--- src/rtl/multicycle_ctrl_if.sv ---
// Control bus between the multicycle MIPS datapath and its main control unit.
// The slave modport is the controller side and the master modport is the datapath/bench side.
interface multicycle_ctrl_if #(
   parameter int CNT_W = 32
);
   logic [5:0]       opcode;
   logic             mem_ready;

   logic             PCWrite;
   logic             IorD;
   logic             MemWrite;
   logic             IRWrite;
   logic             ALUSrcA;
   logic             MemtoReg;
   logic             RegWrite;
   logic             RegDst;
   logic             PCWriteCond;
   logic             MemRead;
   logic             Branch;
   logic             BranchNE;
   logic [1:0]       ALUSrcB;
   logic [1:0]       ALUOp;
   logic [1:0]       PCSource;

   logic [3:0]       state;
   logic             illegal;
   logic [CNT_W-1:0] instr_count;

   modport slave (
      input  opcode, mem_ready,
      output PCWrite, IorD, MemWrite, IRWrite, ALUSrcA, MemtoReg, RegWrite,
             RegDst, PCWriteCond, MemRead, Branch, BranchNE,
             ALUSrcB, ALUOp, PCSource, state, illegal, instr_count
   );

   modport master (
      output opcode, mem_ready,
      input  PCWrite, IorD, MemWrite, IRWrite, ALUSrcA, MemtoReg, RegWrite,
             RegDst, PCWriteCond, MemRead, Branch, BranchNE,
             ALUSrcB, ALUOp, PCSource, state, illegal, instr_count
   );
endinterface

--- src/rtl/multicycle_ctrl.sv ---
// Main control FSM for the multicycle MIPS datapath, with memory wait states, addi/bne, illegal trap and a retire counter.
// Controls decode combinationally from the current state; mem_ready stalls FETCH, MEMRD and MEMWR.
module multicycle_ctrl #(
   parameter bit EN_ADDI = 1'b1,
   parameter bit EN_BNE  = 1'b1,
   parameter int CNT_W   = 32
) (
   input  logic                 clk,
   input  logic                 rst,
   multicycle_ctrl_if.slave     bus
);
   typedef enum logic [3:0] {
      S_FETCH  = 4'd0,
      S_DECODE = 4'd1,
      S_MEMADR = 4'd2,
      S_MEMRD  = 4'd3,
      S_MEMWB  = 4'd4,
      S_MEMWR  = 4'd5,
      S_EXEC   = 4'd6,
      S_RWB    = 4'd7,
      S_BRANCH = 4'd8,
      S_JUMP   = 4'd9,
      S_ADDIEX = 4'd10,
      S_ADDIWB = 4'd11,
      S_TRAP   = 4'd12
   } state_t;

   localparam logic [5:0] OP_RTYPE = 6'b000000;
   localparam logic [5:0] OP_J     = 6'b000010;
   localparam logic [5:0] OP_BEQ   = 6'b000100;
   localparam logic [5:0] OP_BNE   = 6'b000101;
   localparam logic [5:0] OP_ADDI  = 6'b001000;
   localparam logic [5:0] OP_LW    = 6'b100011;
   localparam logic [5:0] OP_SW    = 6'b101011;

   state_t           state_q, state_d;
   logic [5:0]       op_q, op_d;
   logic [CNT_W-1:0] cnt_q, cnt_d;
   logic             retire;

   logic             pc_write, iord, mem_write, ir_write, alu_src_a;
   logic             mem_to_reg, reg_write, reg_dst, pc_write_cond, mem_read;
   logic             branch_eq, branch_ne, illegal;
   logic [1:0]       alu_src_b, alu_op, pc_source;

   // The opcode is captured in DECODE so MEMADR and BRANCH never depend on a live IR.
   always_comb begin : next_state
      state_d = state_q;
      op_d    = op_q;
      retire  = 1'b0;
      case (state_q)
         S_FETCH: begin
            if (bus.mem_ready) state_d = S_DECODE;
         end
         S_DECODE: begin
            op_d = bus.opcode;
            case (bus.opcode)
               OP_LW, OP_SW: state_d = S_MEMADR;
               OP_RTYPE:     state_d = S_EXEC;
               OP_BEQ:       state_d = S_BRANCH;
               OP_BNE:       state_d = EN_BNE ? S_BRANCH : S_TRAP;
               OP_J:         state_d = S_JUMP;
               OP_ADDI:      state_d = EN_ADDI ? S_ADDIEX : S_TRAP;
               default:      state_d = S_TRAP;
            endcase
         end
         S_MEMADR: begin
            state_d = (op_q == OP_SW) ? S_MEMWR : S_MEMRD;
         end
         S_MEMRD: begin
            if (bus.mem_ready) state_d = S_MEMWB;
         end
         S_MEMWB: begin
            state_d = S_FETCH;
            retire  = 1'b1;
         end
         S_MEMWR: begin
            if (bus.mem_ready) begin
               state_d = S_FETCH;
               retire  = 1'b1;
            end
         end
         S_EXEC: begin
            state_d = S_RWB;
         end
         S_RWB, S_BRANCH, S_JUMP, S_ADDIWB: begin
            state_d = S_FETCH;
            retire  = 1'b1;
         end
         S_ADDIEX: begin
            state_d = S_ADDIWB;
         end
         S_TRAP: begin
            state_d = S_TRAP;
         end
         default: begin
            state_d = S_FETCH;
         end
      endcase
      cnt_d = retire ? cnt_q + CNT_W'(1) : cnt_q;
   end

   always_ff @(posedge clk) begin
      if (!rst) begin
         state_q <= S_FETCH;
         op_q    <= '0;
         cnt_q   <= '0;
      end else begin
         state_q <= state_d;
         op_q    <= op_d;
         cnt_q   <= cnt_d;
      end
   end

   // Everything is held low during reset so an aborted store cannot issue another write.
   always_comb begin : ctrl_decode
      pc_write      = 1'b0;
      iord          = 1'b0;
      mem_write     = 1'b0;
      ir_write      = 1'b0;
      alu_src_a     = 1'b0;
      mem_to_reg    = 1'b0;
      reg_write     = 1'b0;
      reg_dst       = 1'b0;
      pc_write_cond = 1'b0;
      mem_read      = 1'b0;
      branch_eq     = 1'b0;
      branch_ne     = 1'b0;
      illegal       = 1'b0;
      alu_src_b     = 2'b00;
      alu_op        = 2'b00;
      pc_source     = 2'b00;
      if (rst) begin
         case (state_q)
            S_FETCH: begin
               mem_read  = 1'b1;
               alu_src_b = 2'b01;
               ir_write  = bus.mem_ready;
               pc_write  = bus.mem_ready;
            end
            S_DECODE: begin
               alu_src_b = 2'b11;
            end
            S_MEMADR, S_ADDIEX: begin
               alu_src_a = 1'b1;
               alu_src_b = 2'b10;
            end
            S_MEMRD: begin
               mem_read = 1'b1;
               iord     = 1'b1;
            end
            S_MEMWB: begin
               mem_to_reg = 1'b1;
               reg_write  = 1'b1;
            end
            S_MEMWR: begin
               mem_write = 1'b1;
               iord      = 1'b1;
            end
            S_EXEC: begin
               alu_src_a = 1'b1;
               alu_op    = 2'b10;
            end
            S_RWB: begin
               reg_dst   = 1'b1;
               reg_write = 1'b1;
            end
            S_BRANCH: begin
               alu_src_a     = 1'b1;
               alu_op        = 2'b01;
               pc_write_cond = 1'b1;
               pc_source     = 2'b01;
               branch_eq     = (op_q == OP_BEQ);
               branch_ne     = (op_q == OP_BNE);
            end
            S_JUMP: begin
               pc_write  = 1'b1;
               pc_source = 2'b10;
            end
            S_ADDIWB: begin
               reg_write = 1'b1;
            end
            S_TRAP: begin
               illegal = 1'b1;
            end
            default: begin
               illegal = 1'b0;
            end
         endcase
      end
   end

   assign bus.PCWrite     = pc_write;
   assign bus.IorD        = iord;
   assign bus.MemWrite    = mem_write;
   assign bus.IRWrite     = ir_write;
   assign bus.ALUSrcA     = alu_src_a;
   assign bus.MemtoReg    = mem_to_reg;
   assign bus.RegWrite    = reg_write;
   assign bus.RegDst      = reg_dst;
   assign bus.PCWriteCond = pc_write_cond;
   assign bus.MemRead     = mem_read;
   assign bus.Branch      = branch_eq;
   assign bus.BranchNE    = branch_ne;
   assign bus.ALUSrcB     = alu_src_b;
   assign bus.ALUOp       = alu_op;
   assign bus.PCSource    = pc_source;
   assign bus.state       = state_q;
   assign bus.illegal     = illegal;
   assign bus.instr_count = cnt_q;
endmodule
--- src/flat_wrapper.sv ---
// flat-port wrapper written by rule: the top's interface ports become plain ports
module multicycle_ctrl_flat 
#(
   parameter bit EN_ADDI = 1'b1,
   parameter bit EN_BNE  = 1'b1,
   parameter int CNT_W   = 32
)
  (clk, rst, bus_opcode, bus_mem_ready, bus_PCWrite, bus_IorD, bus_MemWrite, bus_IRWrite, bus_ALUSrcA, bus_MemtoReg, bus_RegWrite, bus_RegDst, bus_PCWriteCond, bus_MemRead, bus_Branch, bus_BranchNE, bus_ALUSrcB, bus_ALUOp, bus_PCSource, bus_state, bus_illegal, bus_instr_count);
  multicycle_ctrl_if #(.CNT_W(CNT_W)) bus_i ();
  input  logic clk;
  input  logic rst;
  input wire logic [$bits(bus_i.opcode)-1:0] bus_opcode;
  input wire logic [$bits(bus_i.mem_ready)-1:0] bus_mem_ready;
  output wire logic [$bits(bus_i.PCWrite)-1:0] bus_PCWrite;
  output wire logic [$bits(bus_i.IorD)-1:0] bus_IorD;
  output wire logic [$bits(bus_i.MemWrite)-1:0] bus_MemWrite;
  output wire logic [$bits(bus_i.IRWrite)-1:0] bus_IRWrite;
  output wire logic [$bits(bus_i.ALUSrcA)-1:0] bus_ALUSrcA;
  output wire logic [$bits(bus_i.MemtoReg)-1:0] bus_MemtoReg;
  output wire logic [$bits(bus_i.RegWrite)-1:0] bus_RegWrite;
  output wire logic [$bits(bus_i.RegDst)-1:0] bus_RegDst;
  output wire logic [$bits(bus_i.PCWriteCond)-1:0] bus_PCWriteCond;
  output wire logic [$bits(bus_i.MemRead)-1:0] bus_MemRead;
  output wire logic [$bits(bus_i.Branch)-1:0] bus_Branch;
  output wire logic [$bits(bus_i.BranchNE)-1:0] bus_BranchNE;
  output wire logic [$bits(bus_i.ALUSrcB)-1:0] bus_ALUSrcB;
  output wire logic [$bits(bus_i.ALUOp)-1:0] bus_ALUOp;
  output wire logic [$bits(bus_i.PCSource)-1:0] bus_PCSource;
  output wire logic [$bits(bus_i.state)-1:0] bus_state;
  output wire logic [$bits(bus_i.illegal)-1:0] bus_illegal;
  output wire logic [$bits(bus_i.instr_count)-1:0] bus_instr_count;
  assign bus_i.opcode = bus_opcode;
  assign bus_i.mem_ready = bus_mem_ready;
  assign bus_PCWrite = bus_i.PCWrite;
  assign bus_IorD = bus_i.IorD;
  assign bus_MemWrite = bus_i.MemWrite;
  assign bus_IRWrite = bus_i.IRWrite;
  assign bus_ALUSrcA = bus_i.ALUSrcA;
  assign bus_MemtoReg = bus_i.MemtoReg;
  assign bus_RegWrite = bus_i.RegWrite;
  assign bus_RegDst = bus_i.RegDst;
  assign bus_PCWriteCond = bus_i.PCWriteCond;
  assign bus_MemRead = bus_i.MemRead;
  assign bus_Branch = bus_i.Branch;
  assign bus_BranchNE = bus_i.BranchNE;
  assign bus_ALUSrcB = bus_i.ALUSrcB;
  assign bus_ALUOp = bus_i.ALUOp;
  assign bus_PCSource = bus_i.PCSource;
  assign bus_state = bus_i.state;
  assign bus_illegal = bus_i.illegal;
  assign bus_instr_count = bus_i.instr_count;
  multicycle_ctrl #(.EN_ADDI(EN_ADDI), .EN_BNE(EN_BNE), .CNT_W(CNT_W)) u_core (.clk(clk), .rst(rst), .bus(bus_i));
endmodule
--- config.mk ---
export PLATFORM = sky130hd
export DESIGN_NAME = multicycle_ctrl_flat
export DESIGN_NICKNAME = d
export VERILOG_FILES = /design/src/rtl/multicycle_ctrl_if.sv /design/src/rtl/multicycle_ctrl.sv /design/src/flat_wrapper.sv
export SDC_FILE = /design/constraint.sdc
export NUM_CORES = 1
export LEC_CHECK = 0
export CORE_MARGIN = 2
export CORE_UTILIZATION = 43
export CTS_CLUSTER_SIZE = 12
export DETAILED_ROUTE_END_ITERATION = 12
export GPL_TIMING_DRIVEN = 1
export PLACE_DENSITY = 0.76
export SETUP_SLACK_MARGIN = 0.1
export SLEW_MARGIN = 20
export SYNTH_ARGS = -nofsm -noshare
export SYNTH_HDL_FRONTEND = slang
export SYNTH_SLANG_ARGS = --single-unit
export TNS_END_PERCENT = 5
--- constraint.sdc ---
create_clock -name clk -period 2.3 [get_ports clk]
set_input_delay 0.46 -clock clk [delete_from_list [all_inputs] [get_ports clk]]
set_output_delay 0.46 -clock clk [all_outputs]
set_load 0.05 [all_outputs]
==> flow_metrics.py, run 1 <==
metrics = {
    "setup_path": {
        "critPathCaptureType": "register",
        "worstPathMaxFanout": 6,
        "reg2reg_from": "u_core.bus.state[1]",
        "start_kind": "register",
        "critical_path_arrival_ns": 2.52,
        "r2r-end": "u_core.bus.instr_count[24]",
        "crit_type": "reg -> reg",
        "regToRegSetupSlack_ns": 0.004,
        "crit_required_ns": 2.53,
        "r2r_cells": 6,
    },
    "routing": {
        "viasPerCell": 5.63,
        "dr.pass1.iters": 4,
        "wirelength_um": 6670,
        "drtIter0Drc": 191,
        "num_vias": 2571,
        "drc": 0,
        "routedWlPerCell_um": 14.6,
        "antenna_left": 0,
    },
    "floorplanning": {
        "core_region_area_um2": 5170,
        "dieArea_um2": 6010,
        "fp.dieW_um": 77.5,
        "die_height_um": 77.5,
        "rows": 26,
        "initial_core_util_pct": 44.9,
        "ios": 64,
    },
    "sta": {
        "fmax_mhz": 435,
        "fin_setup_tns_ns": 0,
        "timing.slew.headroom_pct": 62.5,
        "setup_viol": 0,
        "finClkSkew_ns": 0.00734,
        "timing.final.crit_share_pct": 99.8,
        "post-route-min-period_ns": 2.30,
        "rsz0062_at_grt": "yes",
        "tightestPinTransition_ns": 0.558,
        "maxSlewViolCount": 0,
        "hold_ws_ns": 0.471,
        "hold_viol": 0,
    },
    "clock_network": {
        "clkTransAtPathRegs_ns": 0.07,
        "cts_buffer_depth": 2,
        "cts-root-buf": "clkbuf_8",
        "htree_levels": 2,
        "cts_tree": "done",
        "cts_made_buffers": 5,
        "cts_num_sinks": 42,
        "clk-insertion-delay-late_ns": 0.29,
    },
    "global_routing": {
        "grt_pass1_vias": 2398,
        "met1_usage_pct": 27.1,
        "grt_usage_pct": 22.3,
        "antenna_found_initial": 0,
        "gr-total-overflow": 0,
        "grt_pass1_wl_um": 11100,
        "grt_util_met3_pct": 4.53,
        "grt_use_met2_pct": 39.4,
        "grt_max_degree": 41,
        "top_usage_layer": "met2",
    },
    "worst_hold_path": {
        "holdPathEnd": "u_core.op_q[1]",
        "min_path_cells": 2,
        "hp-start": "u_core.op_q[1]",
        "hold_class": "reg -> reg",
    },
    "logic_synthesis": {
        "ys_ff_latch": 42,
        "synth_cell_type_count": 44,
        "syn_inst": 306,
        "synth_xor_area_share_pct": 9.04,
        "synthMuxAreaShare_pct": 0,
        "yosys_warnings": 0,
        "syn_area_per_cell_um2": 7.60,
        "synth_compound_area_share_pct": 12.2,
        "syn_area_um2": 2320,
        "ys_seq_area_share_pct": 36.2,
        "syn-num-nets": 316,
        "yosys.area_share.adder_pct": 0.969,
        "synth_top_family_by_area": "simple AND/OR/NAND/NOR gates",
        "synthSimpleGateAreaFrac_pct": 36.1,
    },
    "cells_and_area": {
        "finish.utilization_pct": 69.7,
        "seqCellArea_um2": 851,
        "area_growth_pct": 55.1,
        "fin_area_um2": 3600,
        "num-nets-final": 397,
        "multi_input_area_um2": 1490,
        "fillCellCount": 400,
        "antenna_cells": 0,
        "drive_gt1_share_pct": 23.5,
    },
    "pwr": {
        "combPwrFrac_pct": 31.7,
        "leakage_nw": 1.22,
        "clkPwrFrac_pct": 28.0,
        "sw_frac_of_total_pct": 32.7,
        "p_int_mw": 1.31,
        "p_switching_mw": 0.637,
        "power_density_nw_per_um2": 541,
        "power_mw": 1.95,
        "sequentialPowerShare_pct": 40.3,
        "ir_worst_vdd_mv": 0.280,
    },
    "job": {
        "drv_cap": 0,
    },
    "outcome": {
        "outcome": "complete, no violations",
    },
    "placement": {
        "postPlaceCellArea_um2": 3340,
        "gp_congestion": 0.888,
        "port_buffers": 63,
        "post-dp-hpwl_um": 4610,
    },
}
how the worst max path moves through the flow:
stage / from / end
floorplan: u_core.bus.state[2] / u_core.bus.instr_count[24]
global placement: bus_mem_ready / u_core.bus.instr_count[28]
detailed placement: bus_mem_ready / u_core.bus.instr_count[30]
CTS: u_core.bus.state[1] / u_core.bus.instr_count[30]
global route: u_core.bus.state[1] / u_core.bus.instr_count[24]
finish: u_core.bus.state[1] / u_core.bus.instr_count[24]
cells in the mapped netlist (all sizes together):
master / n / share of area (%)
nor3b: 3 / 0.97
o21a: 1 / 0.32
and4bb: 1 / 0.54
clkbuf: 13 / 2.1
dfxtp: 42 / 36
o32ai: 1 / 0.38
or3: 9 / 2.4
nand2: 31 / 5.0
nand3: 12 / 2.6
o21ai: 10 / 2.2
nand2b: 1 / 0.27
o31ai: 3 / 0.97
nor2: 43 / 6.9
and4: 6 / 2.3
or4b: 2 / 0.86
and3: 2 / 0.54
xor2: 3 / 1.1
buf: 5 / 1.7
nor3: 16 / 3.4
ha: 1 / 0.54
and2: 2 / 0.54
o21bai: 1 / 0.32
a311oi: 1 / 0.38
nor2b: 2 / 0.54
or4: 7 / 2.4
nor4: 10 / 2.7
nor4bb: 1 / 0.43
inv: 11 / 1.8
maj3: 1 / 0.43
o221a: 1 / 0.48
o22ai: 1 / 0.27
o32a: 2 / 0.86
a21oi: 25 / 5.4
o211ai: 1 / 0.32
or2: 1 / 0.27
a211o: 1 / 0.38
xnor2: 21 / 7.9
nand4: 11 / 3.0
nor4b: 1 / 0.38
cells in the final DEF (no fill, tap or decap), types with 3 or more instances in the layout:
master,Yosys,layout
nor2_4,0,4
xor2_1,3,3
xnor2_1,21,21
nand4_1,11,11
nand3_1,12,12
nor3_1,16,12
inv_1,10,9
dfxtp_1,42,38
clkbuf_8,0,6
or4_1,6,3
nor2_1,43,38
buf_4,1,26
a21oi_1,25,23
or4_4,1,5
nand2_1,31,29
o21ai_0,10,8
nor3_2,0,3
buf_12,0,18
clkdlybuf4s50_1,0,41
nor4_1,10,10
buf_6,2,3
and4_1,6,6
or3_1,9,7
power groups by stage:
stage | registers (mW) | clock network (mW) | logic (mW)
6_report | 0.785 | 0.545 | 0.618
5_1_grt | 0.787 | 0.589 | 0.659
4_1_cts | 0.781 | 0.551 | 0.603
3_5_place_dp | 0.798 | 0 | 0.569
3_3_place_gp | 0.796 | 0 | 0.561
2_1_floorplan | 0.842 | 0 | 0.302
critical path: stages (launching register included):
cell and delay (ns):
dfxtp_2 0.37, and4bb_1 0.21, or4_4 0.43, buf_6 0.13, or4_4 0.56, or3_4 0.41
a21oi_2 0.13
flip-flops by register name, summed over array words and instances, names as in the netlist:
signal	count
u_core.bus.instr_count	32
u_core.bus.state	4
u_core.op_q	6
area by class of cell:
type | instances | area share (%)
multi-input combinational | 236 | 41.4
clock buffer | 7 | 2.99
sequential | 42 | 23.6
inverter | 11 | 1.15
tap | 70 | 2.43
timing repair buffer | 91 | 28.5
cells by family (layout without fill, tap and decap cells):
kind of cell / after synthesis / count (layout)
compound gates: 48 / 48
xor+xnor: 24 / 24
fa+ha+maj: 2 / 2
buf+inv: 29 / 109
flops: 42 / 42
simple gates: 161 / 162
per-layer routing:
| layer | up-vias | wire [um] |
|---|---|---|
| met4 | 0 | 155 |
| li1 | 1257 | - |
| met3 | 16 | 316 |
| met1 | 1212 | 2770 |
| met2 | 86 | 3430 |
| met5 | - | 0 |
repair_timing:
| action | 4_1_cts | 5_1_grt |
|---|---|---|
| pin swaps | 10 | 16 |
| cloned | 1 | 0 |
| buffers inserted | 3 | 5 |
| hold buffers | 0 | 0 |
| setup endpoints to repair | 18 | 18 |
| gates resized for setup | 18 | 13 |
through the flow:
step / setup slack, ns / instances
final: 0.00356 / 457
after CTS: -0.0430 / 452
after floorplan: -0.147 / 306
after detailed placement: -0.544 / 441
after global routing: -0.0504 / 457
after global placement: -0.472 / 441
No activity file was read; power rests on OpenSTA's default activity.
==> run 2, diff against run 1 <==
--- a/config.mk
+++ b/config.mk
@@ -6,11 +6,10 @@
 export NUM_CORES = 1
 export LEC_CHECK = 0
 export CORE_MARGIN = 2
-export CORE_UTILIZATION = 43
+export CORE_UTILIZATION = 30
 export CTS_CLUSTER_SIZE = 12
 export DETAILED_ROUTE_END_ITERATION = 12
 export GPL_TIMING_DRIVEN = 1
-export PLACE_DENSITY = 0.76
 export SETUP_SLACK_MARGIN = 0.1
 export SLEW_MARGIN = 20
 export SYNTH_ARGS = -nofsm -noshare
==> flow_metrics.py, run 2 (synthesis gave the netlist of run 1 again) <==
metrics = {
    "setup_path": {
        "critical_path_arrival_ns": 2.50,
        "crit_chain": "dlygate4sd2_1 > and4bb_1 > or4_4 > or4_4 > buf_6 > or4_4 > a21oi_2",
        "critPathCaptureType": "register",
        "cp.depth": 7,
        "path_buf_inv": 2,
        "cp_slowest_cell": "or4_4",
        "crit_type": "in -> reg",
        "worst_path_dominant_cell_family": "simple AND/OR/NAND/NOR gates",
        "worstPathMaxFanout": 4,
        "start_kind": "primary input",
        "slowest_delay_ns": 0.51,
        "r2r_cells": 6,
        "reg2reg_from": "u_core.bus.state[3]",
        "path_common_cell": "or4_4",
        "crit_required_ns": 2.53,
        "crit_start": "bus_mem_ready",
    },
    "floorplanning": {
        "die_height_um": 92.0,
        "fp.dieW_um": 92.0,
        "dieArea_um2": 8470,
        "rows": 32,
        "core_region_area_um2": 7610,
        "ios": 64,
        "initial_core_util_pct": 30.6,
    },
    "routing": {
        "num_vias": 2486,
        "dr.pass1.iters": 4,
        "top_layer_used": "met4",
        "m1WireLength_um": 3090,
        "drc": 0,
        "viasPerCell": 5.07,
        "route.met2.wl_um": 3260,
        "wirelength_um": 6660,
        "routedWlPerCell_um": 13.6,
        "antenna_left": 0,
        "wl_met3_um": 234,
        "drtIter0Drc": 128,
    },
    "cells_and_area": {
        "antenna_cells": 0,
        "layout_commonest_cell": "clkdlybuf4s50_1",
        "num-nets-final": 397,
        "fillCellCount": 776,
        "fin_area_um2": 3630,
        "final_cells": 490,
        "area_growth_pct": 56.2,
        "drive_gt1_share_pct": 22.9,
        "finish.utilization_pct": 47.7,
        "largest_reg_flops": 32,
        "final_cell_mix": "41 x clkdlybuf4s50_1, 38 x nor2_1, 38 x dfxtp_1",
    },
    "sta": {
        "maxSlewViolCount": 0,
        "post-route-min-period_ns": 2.27,
        "timing.slew.headroom_pct": 65.6,
        "finClkSkew_ns": 0.0122,
        "setup_viol": 0,
        "tightestPinTransition_ns": 0.512,
        "fmax_mhz": 441,
        "hold_viol": 0,
        "rsz0062_at_grt": "yes",
        "timing.final.crit_share_pct": 98.7,
    },
    "clock_network": {
        "cts_tree": "done",
        "clk-insertion-delay-late_ns": 0.30,
        "cts_made_buffers": 5,
        "clkTransAtPathRegs_ns": 0.08,
        "htree_levels": 2,
        "cts_num_sinks": 42,
        "cts_buffer_depth": 2,
        "cts-root-buf": "clkbuf_8",
    },
    "pwr": {
        "ir_worst_vdd_mv": 0.223,
        "leakage_nw": 1.22,
        "power_density_nw_per_um2": 526,
    },
    "worst_hold_path": {
        "hold_class": "reg -> reg",
        "min_path_cells": 2,
        "hp-start": "u_core.op_q[1]",
    },
    "outcome": {
        "outcome": "complete, no violations",
    },
    "placement": {
        "dp_cells": 476,
        "gp_congestion": 0.862,
        "post-dp-hpwl_um": 4910,
        "postPlaceCellArea_um2": 3410,
        "port_buffers": 63,
    },
    "global_routing": {
        "grt_max_degree": 35,
        "grt_usage_pct": 16.5,
        "gr-total-overflow": 0,
        "antenna_found_initial": 0,
        "grt_pass1_wl_um": 11400,
        "grt_pass1_vias": 2352,
    },
    "job": {
        "drv_cap": 0,
    },
}
==> run 2: final timing paths <==
| check | endpoint | slack (ns) |
|---|---|---|
| setup / recovery | u_core.bus.instr_count[30] | 0.03 |
| hold reg to reg | u_core.op_q[1] | 0.47 |
| setup reg to reg | u_core.bus.instr_count[30] | 0.05 |
| hold / removal | u_core.op_q[1] | 0.47 |
==> run 2: cell type report <==
class / instances / area, um^2 / area share, %
multi-input combinational: 235 / 1470 / 40.5
timing repair buffer: 92 / 1040 / 28.6
sequential: 42 / 851 / 23.4
tap: 102 / 128 / 3.51
clock buffer: 7 / 97.6 / 2.69
inverter: 11 / 41.3 / 1.14
clock inverter: 1 / 7.51 / 0.207
==> run 2: what timing repair did <==
| item | CTS | global route |
|---|---|---|
| pin swaps | 13 | 10 |
| setup endpoints to repair | 18 | 18 |
| gates resized for setup | 15 | 11 |
| gates cloned | 0 | 0 |
| hold buffers | 0 | 0 |
| setup buffers | 6 | 0 |
==> run 2: routing by layer <==
metal | track usage, % | vias to the layer above
met2 | 26.7 | 56
met5 | 0 | -
met1 | 22.3 | 1169
li1 | - | 1257
met4 | 5.35 | 0
met3 | 3.04 | 4
==> run 2: per-stage QoR <==
step / TNS, ns / hold WS (ns) / power (mW) / worst slack, ns
after CTS: -0.142 / 0.474 / 1.93 / -0.0506
after floorplan: -1.12 / 0.445 / 1.14 / -0.147
after global routing: -0.0100 / 0.499 / 2.01 / -0.00694
after global placement: -6.35 / 0.459 / 1.37 / -0.492
after detailed placement: -7.05 / 0.463 / 1.37 / -0.546
final: 0 / 0.474 / 1.91 / 0.0308
==> run 2: worst reg2reg max path, cell delays in order, from the launching register on <==
cell	delay, ns
dfxtp_4	0.36
and2_4	0.17
or4_4	0.48
or4_4	0.51
buf_6	0.14
or4_4	0.41
a21oi_2	0.13
==> run 2: report_power, final <==
part	switching, mW	total [mW]	internal, mW
Clock	0.254	0.534	0.280
Sequential	0.0283	0.783	0.755
Combinational	0.357	0.595	0.237
Total	0.640	1.91	1.27
==> run 3, diff against run 2 <==
==> constraint.sdc (replaced) <==
create_clock -name clk -period 1.95 [get_ports clk]
set_input_delay 0.39 -clock clk [delete_from_list [all_inputs] [get_ports clk]]
set_output_delay 0.39 -clock clk [all_outputs]
set_load 0.05 [all_outputs]
==> flow_metrics.py, run 3 (synthesis gave the netlist of run 1 again) <==
metrics = {
    "pwr": {
        "sequentialPowerShare_pct": 40.4,
        "clkPwrFrac_pct": 25.1,
        "ir_worst_vdd_mv": 0.262,
        "leakage_nw": 1.48,
        "sw_frac_of_total_pct": 33.9,
        "p_switching_mw": 0.768,
        "power_density_nw_per_um2": 590,
        "p_int_mw": 1.50,
        "combPwrFrac_pct": 34.5,
    },
    "job": {
        "drv_cap": 0,
    },
    "cells_and_area": {
        "drive_gt1_share_pct": 37.8,
        "finish.utilization_pct": 50.6,
        "fin_area_um2": 3850,
        "largest_reg_flops": 32,
        "num-nets-final": 419,
        "final_cells": 512,
        "final_cell_mix": "72 x buf_4, 38 x dfxtp_1, 32 x nor2_1",
        "antenna_cells": 0,
        "area_growth_pct": 65.4,
        "layout_commonest_cell": "buf_4",
    },
    "floorplanning": {
        "rows": 32,
        "dieArea_um2": 8470,
        "initial_core_util_pct": 30.6,
        "fp.dieW_um": 92.0,
        "die_height_um": 92.0,
        "core_region_area_um2": 7610,
        "ios": 64,
    },
    "worst_hold_path": {
        "hp-start": "u_core.op_q[3]",
        "hold_class": "reg -> reg",
        "min_path_cells": 2,
        "holdPathEnd": "u_core.op_q[3]",
    },
    "global_routing": {
        "gr-total-overflow": 0,
        "grt_max_degree": 41,
        "grt_usage_pct": 16.3,
        "top_usage_layer": "met2",
        "grt_pass1_vias": 2467,
        "met1_usage_pct": 21.1,
        "antenna_found_initial": 0,
        "grt_use_met2_pct": 27.8,
        "grt_util_met3_pct": 2.79,
        "grt_pass1_wl_um": 11400,
    },
    "clock_network": {
        "cts_buffer_depth": 2,
        "cts-root-buf": "clkbuf_8",
        "htree_levels": 2,
        "cts_made_buffers": 5,
        "cts_tree": "done",
        "hold_buffers": 0,
        "clkTransAtPathRegs_ns": 0.08,
        "cts_num_sinks": 42,
        "clk-insertion-delay-late_ns": 0.29,
    },
    "routing": {
        "drtIter0Drc": 104,
        "drc": 0,
        "routedWlPerCell_um": 13.6,
        "dr.pass1.iters": 6,
        "num_vias": 2610,
        "antenna_left": 0,
        "wirelength_um": 6940,
        "viasPerCell": 5.10,
    },
    "setup_path": {
        "r2r_cells": 6,
        "worstPathMaxFanout": 6,
        "crit_type": "reg -> reg",
        "critPathCaptureType": "register",
        "r2r-end": "u_core.bus.instr_count[24]",
        "reg2reg_from": "u_core.bus.state[3]",
        "start_kind": "register",
        "regToRegSetupSlack_ns": -0.26,
        "crit_required_ns": 2.17,
        "critical_path_arrival_ns": 2.44,
    },
    "placement": {
        "gp_congestion": 0.899,
        "postPlaceCellArea_um2": 3500,
        "dp_cells": 498,
        "post-dp-hpwl_um": 4880,
        "port_buffers": 63,
    },
    "sta": {
        "finClkSkew_ns": 0.0112,
        "timing.final.crit_share_pct": 113,
        "tightestPinTransition_ns": 0.492,
        "hold_viol": 0,
        "rsz0062_at_grt": "yes",
        "maxSlewViolCount": 0,
        "post-route-min-period_ns": 2.21,
        "setup_viol": 16,
        "fmax_mhz": 452,
        "setup_ws_ns": -0.263,
        "timing.slew.headroom_pct": 67.3,
        "fin_setup_tns_ns": -2.44,
        "hold_ws_ns": 0.471,
    },
    "outcome": {
        "violations": "setup timing",
        "outcome": "finished, violations left",
    },
}
## run 3: what timing repair did
item	in CTS	in global routing
setup buffers	5	1
gates resized for setup	45	20
setup endpoints to repair	60	49
pin swaps	12	7
## run 3: critical path, cell delays in order, from the launching register on
cell,delay (ns)
dfxtp_4,0.36
and2_4,0.15
or4_4,0.47
or4_4,0.55
buf_6,0.15
or3_4,0.33
a21oi_2,0.14
## run 3: final cells by class
class	instances	area (um^2)
clock buffer	7	86.3
clock inverter	1	5.00
tap	102	128
timing repair buffer	114	1120
sequential	42	851
fill	741	3760
inverter	11	41.3
multi-input combinational	235	1610
## run 3: how the worst max path moves through the flow
stage / slack, ns / cells after the start / end / startpoint
2_1_floorplan: -0.50 / 9 / u_core.bus.instr_count[24] / u_core.bus.state[2]
3_3_place_gp: -0.77 / 6 / u_core.bus.instr_count[30] / bus_mem_ready
3_5_place_dp: -0.81 / 6 / u_core.bus.instr_count[30] / bus_mem_ready
4_1_cts: -0.36 / 7 / u_core.bus.instr_count[30] / u_core.bus.state[1]
5_1_grt: -0.33 / 6 / u_core.bus.instr_count[24] / u_core.bus.state[3]
6_report: -0.26 / 6 / u_core.bus.instr_count[24] / u_core.bus.state[3]
## run 3: per-stage QoR
step	total power [mW]	setup slack, ns
after detailed placement	1.65	-0.807
final	2.27	-0.263
after global placement	1.64	-0.770
after global routing	2.38	-0.329
after floorplan	1.35	-0.497
after CTS	2.25	-0.356
## run 3: power groups by stage
stage	Clock, mW	Combinational, mW	Sequential [mW]
after floorplan	0	0.353	0.992
after global placement	0	0.712	0.933
after detailed placement	0	0.713	0.934
after CTS	0.587	0.746	0.915
after global routing	0.628	0.831	0.920
final	0.568	0.783	0.917
## run 3: routing by layer
layer  vias to the layer above  part of all wire, %
li1                       1302                    -
met1                      1243                   45
met2                        57                   50
met3                         8                  4.0
met4                         0                 0.99
met5                         -                    0
